**src/rtl/mio_bus_if.sv**
```systemverilog
// CPU-side memory/IO bus between the multi-cycle controller and mio_bus.
// The CPU owns the request side; mio_bus returns ready, load data and bus_err.
interface mio_bus_if;
  logic        MemRead;
  logic        MemWrite;
  logic        CPU_MIO;
  logic [31:0] addr_bus;
  logic [31:0] cpu_data_out;
  logic        MIO_ready;
  logic [31:0] cpu_data_in;
  logic        bus_err;

  modport master (
    output MemRead, MemWrite, CPU_MIO, addr_bus, cpu_data_out,
    input  MIO_ready, cpu_data_in, bus_err
  );

  modport slave (
    input  MemRead, MemWrite, CPU_MIO, addr_bus, cpu_data_out,
    output MIO_ready, cpu_data_in, bus_err
  );
endinterface

```
**src/rtl/mio_bus.sv**
```systemverilog
// Memory/IO bus slave: decodes CPU accesses to RAM, GPIO or the counter,
// inserts per-target wait states and returns a one-cycle MIO_ready strobe.
module mio_bus #(
  parameter int RAM_WAIT = 1,
  parameter int IO_WAIT  = 2,
  parameter int RAM_AW   = 10
) (
  input  logic              clk,
  input  logic              reset,
  mio_bus_if.slave          bus,
  output logic [RAM_AW-1:0] ram_addr,
  output logic [31:0]       ram_din,
  output logic              ram_we,
  input  logic [31:0]       ram_dout,
  output logic [31:0]       gpio_out,
  input  logic [31:0]       sw_in,
  output logic              counter_we,
  output logic [31:0]       counter_wdata,
  input  logic [31:0]       counter_val
);

  typedef enum logic [1:0] {IDLE, WAIT, DONE} state_t;
  typedef enum logic [1:0] {TGT_RAM, TGT_GPIO, TGT_CNT, TGT_NONE} target_t;

  localparam logic [7:0] RAM_W = 8'(RAM_WAIT);
  localparam logic [7:0] IO_W  = 8'(IO_WAIT);

  state_t      state;
  target_t     tgt_q;
  target_t     dec_tgt;
  target_t     acc_tgt;
  logic        wr_q;
  logic        acc_wr;
  logic [7:0]  cnt;
  logic [7:0]  dec_wait;
  logic [31:0] acc_data;
  logic        req;
  logic        enter_done;
  logic        unused_addr;

  assign req         = bus.CPU_MIO & (bus.MemRead | bus.MemWrite);
  assign unused_addr = ^{bus.addr_bus[27:RAM_AW+2], bus.addr_bus[1:0]};

  // In IDLE a zero-wait access completes straight from the live bus inputs;
  // otherwise completion works from the values latched at acceptance.
  always_comb begin
    dec_tgt  = TGT_NONE;
    dec_wait = 8'd0;
    case (bus.addr_bus[31:28])
      4'h0: begin dec_tgt = TGT_RAM;  dec_wait = RAM_W; end
      4'hE: begin dec_tgt = TGT_GPIO; dec_wait = IO_W;  end
      4'hF: begin dec_tgt = TGT_CNT;  dec_wait = IO_W;  end
      default: ;
    endcase

    if (state == IDLE) begin
      acc_tgt  = dec_tgt;
      acc_wr   = bus.MemWrite;
      acc_data = bus.cpu_data_out;
    end else begin
      acc_tgt  = tgt_q;
      acc_wr   = wr_q;
      acc_data = ram_din;
    end

    enter_done = req && (((state == IDLE) && (dec_wait == 8'd0)) ||
                         ((state == WAIT) && (cnt == 8'd0)));
  end

  always_ff @(posedge clk or negedge reset) begin
    if (!reset) begin
      state           <= IDLE;
      tgt_q           <= TGT_NONE;
      wr_q            <= 1'b0;
      cnt             <= 8'd0;
      bus.MIO_ready   <= 1'b0;
      bus.bus_err     <= 1'b0;
      bus.cpu_data_in <= 32'h0;
      ram_addr        <= '0;
      ram_din         <= 32'h0;
      ram_we          <= 1'b0;
      gpio_out        <= 32'h0;
      counter_we      <= 1'b0;
      counter_wdata   <= 32'h0;
    end else begin
      bus.MIO_ready <= 1'b0;
      bus.bus_err   <= 1'b0;
      ram_we        <= 1'b0;
      counter_we    <= 1'b0;

      case (state)
        IDLE: begin
          if (req) begin
            tgt_q         <= dec_tgt;
            wr_q          <= bus.MemWrite;
            ram_addr      <= bus.addr_bus[RAM_AW+1:2];
            ram_din       <= bus.cpu_data_out;
            counter_wdata <= bus.cpu_data_out;
            if (dec_wait == 8'd0) begin
              state <= DONE;
            end else begin
              state <= WAIT;
              cnt   <= dec_wait - 8'd1;
            end
          end
        end
        WAIT: begin
          if (!req)
            state <= IDLE;
          else if (cnt == 8'd0)
            state <= DONE;
          else
            cnt <= cnt - 8'd1;
        end
        DONE:    state <= IDLE;
        default: state <= IDLE;
      endcase

      // Strobes are registered on DONE entry so they are high exactly in DONE.
      if (enter_done) begin
        bus.MIO_ready <= 1'b1;
        bus.bus_err   <= (acc_tgt == TGT_NONE);
        ram_we        <= acc_wr && (acc_tgt == TGT_RAM);
        counter_we    <= acc_wr && (acc_tgt == TGT_CNT);
        if (acc_wr) begin
          if (acc_tgt == TGT_GPIO)
            gpio_out <= acc_data;
        end else begin
          case (acc_tgt)
            TGT_RAM:  bus.cpu_data_in <= ram_dout;
            TGT_GPIO: bus.cpu_data_in <= sw_in;
            TGT_CNT:  bus.cpu_data_in <= counter_val;
            default:  bus.cpu_data_in <= 32'h0;
          endcase
        end
      end
    end
  end

endmodule

```
**src/flat_wrapper.sv**
```systemverilog
// flat-port wrapper written by rule: the top's interface ports become plain ports
module mio_bus_flat 
#(
  parameter int RAM_WAIT = 1,
  parameter int IO_WAIT  = 2,
  parameter int RAM_AW   = 10
)
  (clk, reset, ram_addr, ram_din, ram_we, ram_dout, gpio_out, sw_in, counter_we, counter_wdata, counter_val, bus_MemRead, bus_MemWrite, bus_CPU_MIO, bus_addr_bus, bus_cpu_data_out, bus_MIO_ready, bus_cpu_data_in, bus_bus_err);
  mio_bus_if bus_i ();
  input  logic clk;
  input  logic reset;
  output logic [RAM_AW-1:0] ram_addr;
  output logic [31:0] ram_din;
  output logic ram_we;
  input  logic [31:0] ram_dout;
  output logic [31:0] gpio_out;
  input  logic [31:0] sw_in;
  output logic counter_we;
  output logic [31:0] counter_wdata;
  input  logic [31:0] counter_val;
  input wire logic [$bits(bus_i.MemRead)-1:0] bus_MemRead;
  input wire logic [$bits(bus_i.MemWrite)-1:0] bus_MemWrite;
  input wire logic [$bits(bus_i.CPU_MIO)-1:0] bus_CPU_MIO;
  input wire logic [$bits(bus_i.addr_bus)-1:0] bus_addr_bus;
  input wire logic [$bits(bus_i.cpu_data_out)-1:0] bus_cpu_data_out;
  output wire logic [$bits(bus_i.MIO_ready)-1:0] bus_MIO_ready;
  output wire logic [$bits(bus_i.cpu_data_in)-1:0] bus_cpu_data_in;
  output wire logic [$bits(bus_i.bus_err)-1:0] bus_bus_err;
  assign bus_i.MemRead = bus_MemRead;
  assign bus_i.MemWrite = bus_MemWrite;
  assign bus_i.CPU_MIO = bus_CPU_MIO;
  assign bus_i.addr_bus = bus_addr_bus;
  assign bus_i.cpu_data_out = bus_cpu_data_out;
  assign bus_MIO_ready = bus_i.MIO_ready;
  assign bus_cpu_data_in = bus_i.cpu_data_in;
  assign bus_bus_err = bus_i.bus_err;
  mio_bus #(.RAM_WAIT(RAM_WAIT), .IO_WAIT(IO_WAIT), .RAM_AW(RAM_AW)) u_core (.clk(clk), .reset(reset), .bus(bus_i), .ram_addr(ram_addr), .ram_din(ram_din), .ram_we(ram_we), .ram_dout(ram_dout), .gpio_out(gpio_out), .sw_in(sw_in), .counter_we(counter_we), .counter_wdata(counter_wdata), .counter_val(counter_val));
endmodule
```
**config.mk**
```make
export PLATFORM = sky130hd
export DESIGN_NAME = mio_bus_flat
export DESIGN_NICKNAME = d
export VERILOG_FILES = /design/src/rtl/mio_bus_if.sv /design/src/rtl/mio_bus.sv /design/src/flat_wrapper.sv
export SDC_FILE = /design/constraint.sdc
export NUM_CORES = 1
export LEC_CHECK = 0
export ABC_CLOCK_PERIOD_IN_PS = 4900
export CAP_MARGIN = 20
export CELL_PAD_IN_SITES_DETAIL_PLACEMENT = 1
export CELL_PAD_IN_SITES_GLOBAL_PLACEMENT = 1
export CORE_UTILIZATION = 49
export DETAILED_ROUTE_END_ITERATION = 8
export DONT_BUFFER_PORTS = 1
export GPL_ROUTABILITY_DRIVEN = 1
export GPL_TIMING_DRIVEN = 1
export PLACE_DENSITY = 0.92
export SLEW_MARGIN = 20
export SYNTH_ARGS = -nofsm -noshare
export SYNTH_HDL_FRONTEND = slang
export SYNTH_SLANG_ARGS = --single-unit
```
**constraint.sdc**
```tcl
create_clock -name clk -period 4.9 [get_ports clk]
set_input_delay 0.49 -clock clk [delete_from_list [all_inputs] [get_ports clk]]
set_output_delay 0.49 -clock clk [all_outputs]
set_load 0.01 [all_outputs]
```
# After elaboration in Yosys (flattened, before gate mapping)
# Index checks and enable logic that the tools add are counted.
word_totals:
  ff_bits: 123
  inputBits: 165
classes:
  addsub: 2
  n_eq_ne: 11
  muxes: 20
  n_reduce_logical: 18
  bitwise_logic: 3
ops:
  columns: ["cell", "count"]
  rows:
  - ["$pmux W32 S3", 1]
  - ["$mux W32", 1]
  - ["$mux W8", 4]
  - ["$logic_not A8 Y1", 2]
  - ["$pmux W8 S2", 1]
  - ["$mux W2", 5]
  - ["$eq A4 B4 Y1 const B", 2]
  - ["$pmux W2 S2", 2]
  - ["$sub A8 B1 Y8 const B", 1]
  - ["$pmux W2 S3", 1]
  - ["$reduce_and A2 Y1", 3]
  - ["$logic_and A1 B1 Y1", 5]
  - ["$mux W1", 5]
  - ["$reduce_and A5 Y1", 1]
  - ["$eq A2 B1 Y1 const B", 2]
  - ["$eq A2 B2 Y1 const B", 2]
  - ["$logic_not A2 Y1", 2]
  - ["$logic_not A4 Y1", 1]
  - ["$ne A2 B1 Y1 const B", 2]
  - ["$ne A2 B2 Y1 const B", 2]
  - ["$ne A3 B3 Y1 const B", 1]
  - ["$reduce_and A3 Y1", 1]
  - ["$sub A2 B1 Y3 const B", 1]
  - ["$reduce_bool A2 Y1", 1]
  - ["5 further kinds", 5]

# Logic depth before layout (Yosys ltp)
depth:
  ltp_word: 8
  ltp_mapped: 10

# Least setup slack after synthesis
# OpenSTA, ideal clock, no wires.
synth_timing:
  kind: "input -> register"
  startpoint: "input bus_addr_bus[29]"
  endpoint: "register u_core.gpio_out[10]"
  t_arrival_ns: 3.032
  required_time_ns: 4.775
  stages: 8
  slack_ns: 1.743
  path_cell_list: "or4_1 > ha_1 > or3_1 > buf_2 > or3_1 > a221oi_4 > buf_6 > mux2_2"
synth_via:
  elab_chain_len: 8
  word_cells_on_any_way: 13
synth_rtl:
  columns: ["element", "line", "rtl"]
  rows:
  - ["from (decl)", "flat_wrapper.sv:24", "input wire logic [$bits(bus_i.addr_bus)-1:0] bus_addr_bus;"]
  - ["$eq A4 B4 Y1", "mio_bus.sv:49", "case (bus.addr_bus[31:28])"]
  - ["$reduce_or A2 Y1 (no source line)", null, null]
  - ["$pmux W2 S2", "mio_bus.sv:49", null]
  - ["$logic_not A8 Y1", "mio_bus.sv:66", "enter_done = req && (((state == IDLE) && (dec_wait == 8'd0)) ||"]
  - ["$logic_and A1 B1 Y1", "mio_bus.sv:66", null]
  - ["$logic_or A1 B1 Y1", "mio_bus.sv:66", null]
  - ["$logic_and A1 B1 Y1", "mio_bus.sv:66", null]
  - ["$reduce_and A3 Y1 (no source line) (*)", null, null]
  - ["to (signal assigned)", "mio_bus.sv:127", "gpio_out <= acc_data;"]
  - ["to (decl)", "mio_bus.sv:15", "output logic [31:0] gpio_out,"]
# Mark *: on every way between the ends. The rest lies on a longest branch, timed or not.
# A chain may end at the register's enable or synchronous reset.

# Worst setup path in the final report
layout_timing:
  startpoint: "input bus_addr_bus[30]"
  endpoint: "register u_core.gpio_out[16]"
# Same word-level chain as after synthesis.

==> impl_metrics.tcl <==
set metrics [dict create \
    powerDensity_nw_per_um2 467.2 \
    syn_avg_cell_area_um2 11.92 \
    clock_path_buffers 2 \
    synth_area_um2 6665 \
    syn_nets 728 \
    antenna_found_initial 1 \
    yosys_warnings 0 \
    clkTransAtPathRegs_ns 0.06 \
    numCtsBuffers 17 \
    slew_viol_final 0 \
    syn_inst 559 \
    port_buffers 0 \
    place_congestion 0.8512 \
    final.min_clock_period_ns 3.498 \
    viasPerCell 6.650 \
    ys_ff_latch 123 \
    drive_gt1_frac 0.3181 \
    fin_nets 681 \
    rows 42 \
    yosysSeqAreaShare 0.4622 \
    multi_input_area_um2 3040 \
    io_pins 307 \
    drt_pass1_iterations 6 \
    synth-edff-count 0 \
    synth_flop_cell "dfrtp_1" \
    grt_pass1_wl_um 29340 \
    hp-class "in -> async" \
    worstPathRequired_ns 5.18 \
    drv_cap 0 \
    r2r_setup_slack_ns 1.59 \
    tns_ns 0 \
    final_cells 701 \
    cts_post_setup_buffers_inserted 0 \
    placed_cells 667 \
    rsz0062_at_grt "false" \
    slew_headroom 0.2764 \
    die_w_um 118.6 \
    ys_types 46 \
    critPathLaunchType "input pin" \
    cts_root_buf "clkbuf_16" \
    min_period_over_period 0.7138 \
    start_util 0.5033 \
    grt_use_total 0.2686 \
    register_area_um2 3080 \
    fp.dieH_um 118.6 \
    grt-ovfl-total 0 \
    fillers 1325 \
    p_leak_uw 0.003325 \
    crit_fanout 36 \
    finalHoldViolCount 0 \
    tightest_slew_ns 1.085 \
    async_flop_share 1.000 \
    area_delta_synth_final_pct 8.222 \
    drt-total-wl_um 18630 \
    antennaDiodeCount 0 \
    first_iter_violations 282 \
    grt_pass1_vias 5213 \
    finalClockSkew_ns 0.01962 \
    clkSinkCount 123 \
    fin_util 0.5447 \
    cts_tree "done" \
    dp_hpwl_um 12490 \
    setup_viol 0 \
    status "completed" \
    peakVddDrop_uv 225.4 \
    cts-htree-levels 4 \
    clk_latency_ns 0.41 \
    remaining_drc_errors 0 \
    setup.worst_path.class "in -> reg" \
    cp-end-kind "register" \
    antenna_left 0 \
    max_freq_mhz 285.9 \
    dieArea_um2 14070 \
    core_um2 13240 \
    wire_per_inst_um 26.57 \
    cp_data_arrival_time_ns 3.78 \
    grt_max_degree 124 \
    via_count 4662 \
]
[synth_stat cells, drive strengths merged, types with 5 or more instances]
cell type / instances / area share
a22o: 32 / 0.042
o32ai: 33 / 0.044
nand2: 6 / 0.0034
a221o: 32 / 0.048
clkbuf: 33 / 0.019
buf: 43 / 0.048
mux2: 107 / 0.18
a31o: 5 / 0.0066
inv: 36 / 0.020
a21oi: 13 / 0.0098
dfrtp: 121 / 0.45
nor2: 7 / 0.0043
a31oi: 6 / 0.0056
o21ai: 5 / 0.0038
mux2i: 32 / 0.048
[final timing paths]
check / from / end / depth (start not counted)
setup / recovery: bus_addr_bus[30] / u_core.gpio_out[16]$_DFFE_PN0P_ / 10
hold / removal: reset / u_core.counter_wdata[11]$_DFFE_PN0P_ / 1
setup reg to reg: u_core.state[0]$_DFFE_PN0P_ / u_core.gpio_out[16]$_DFFE_PN0P_ / 5
hold reg to reg: u_core.wr_q$_DFFE_PN0P_ / u_core.wr_q$_DFFE_PN0P_ / 1
max in group asynchronous: reset / u_core.bus.cpu_data_in[1]$_DFFE_PN0P_ / 1
min in group clk: bus_MemWrite / u_core.wr_q$_DFFE_PN0P_ / 1
[metal layers]
| metal | wire (um) | up-vias | GRT usage |
|---|---|---|---|
| met5 | 0 | - | 0 |
| met4 | 325 | 0 | 0.09494 |
| met3 | 1471 | 33 | 0.07867 |
| met2 | 9854 | 259 | 0.4825 |
| met1 | 6975 | 2369 | 0.3004 |
| li1 | - | 2001 | - |
[worst max-delay path, stage by stage]
cell and delay, ns:
and3_1 0.14, buf_4 0.37, inv_1 0.24, ha_1 0.34, or3_1 0.40, buf_4 0.27, or3_1 0.41, a221oi_4 0.23
buf_4 0.46, mux2_2 0.41
[cell usage in the layout, fill, tap and decap left out, drive strengths merged, types with 3 or more instances in the layout]
cell,instances
nand4,3
or3,3
mux2,107
nand2b,4
and2,4
buf,10
bufinv,3
mux2i,32
a22o,32
o32ai,33
nor2,7
inv,43
a31o,5
or3b,3
a21oi,13
a221o,32
clkbuf,18
a31oi,6
dfrtp,121
nand2,6
nor3,3
ha,4
o21ai,5
[per-stage QoR]
step	hold slack [ns]	setup slack, ns	total power, uW	area (um^2)
floorplan	0.1944	1.743	1934	6665
global placement	0.1963	1.199	1957	6536
detailed placement	0.1961	1.054	2024	6536
global route	0.09587	1.305	3514	7213
finish	0.06420	1.402	3370	7213
CTS	0.06557	1.446	3385	7186
[kinds of logic after synthesis]
family | after synthesis | share of synthesized area
AND/OR/NAND/NOR | 43 | 0.03754
flip-flops | 123 | 0.4622
buffers and inverters | 112 | 0.08673
AO/OA/AOI/OAI | 138 | 0.1772
multiplexers | 139 | 0.2288
adder cells (fa/ha/maj) | 4 | 0.007509
[sequential cells by signal, indices dropped and copies added, names as in the netlist]
register and cells:
u_core.bus.cpu_data_in 32, u_core.counter_wdata 32, u_core.gpio_out 32, u_core.ram_addr 10
u_core.cnt 8, u_core.state 2, u_core.tgt_q 2, u_core.bus.MIO_ready 1
u_core.bus.bus_err 1, u_core.counter_we 1, u_core.ram_we 1, u_core.wr_q 1
[repair_timing]
item                      CTS  global route
hold endpoints to repair  123             0
hold buffers                1             0
gates resized for setup     0             0
[area by class of cell]
type / count / area share
tap: 176 / 0.03053
multi-input combinational: 324 / 0.4215
clock inverter: 14 / 0.02533
inverter: 36 / 0.01873
timing repair buffer: 10 / 0.01596
clock buffer: 18 / 0.06088
sequential: 123 / 0.4271
[power breakdown]
group / switching (uW) / leakage, uW / internal, uW / total (uW)
combinational: 226 / 0.00146 / 276 / 502
clock: 497 / 0.000301 / 827 / 1320
sequential: 341 / 0.00157 / 1200 / 1540
total: 1060 / 0.00332 / 2310 / 3370
(Power assumes the default switching activity.)
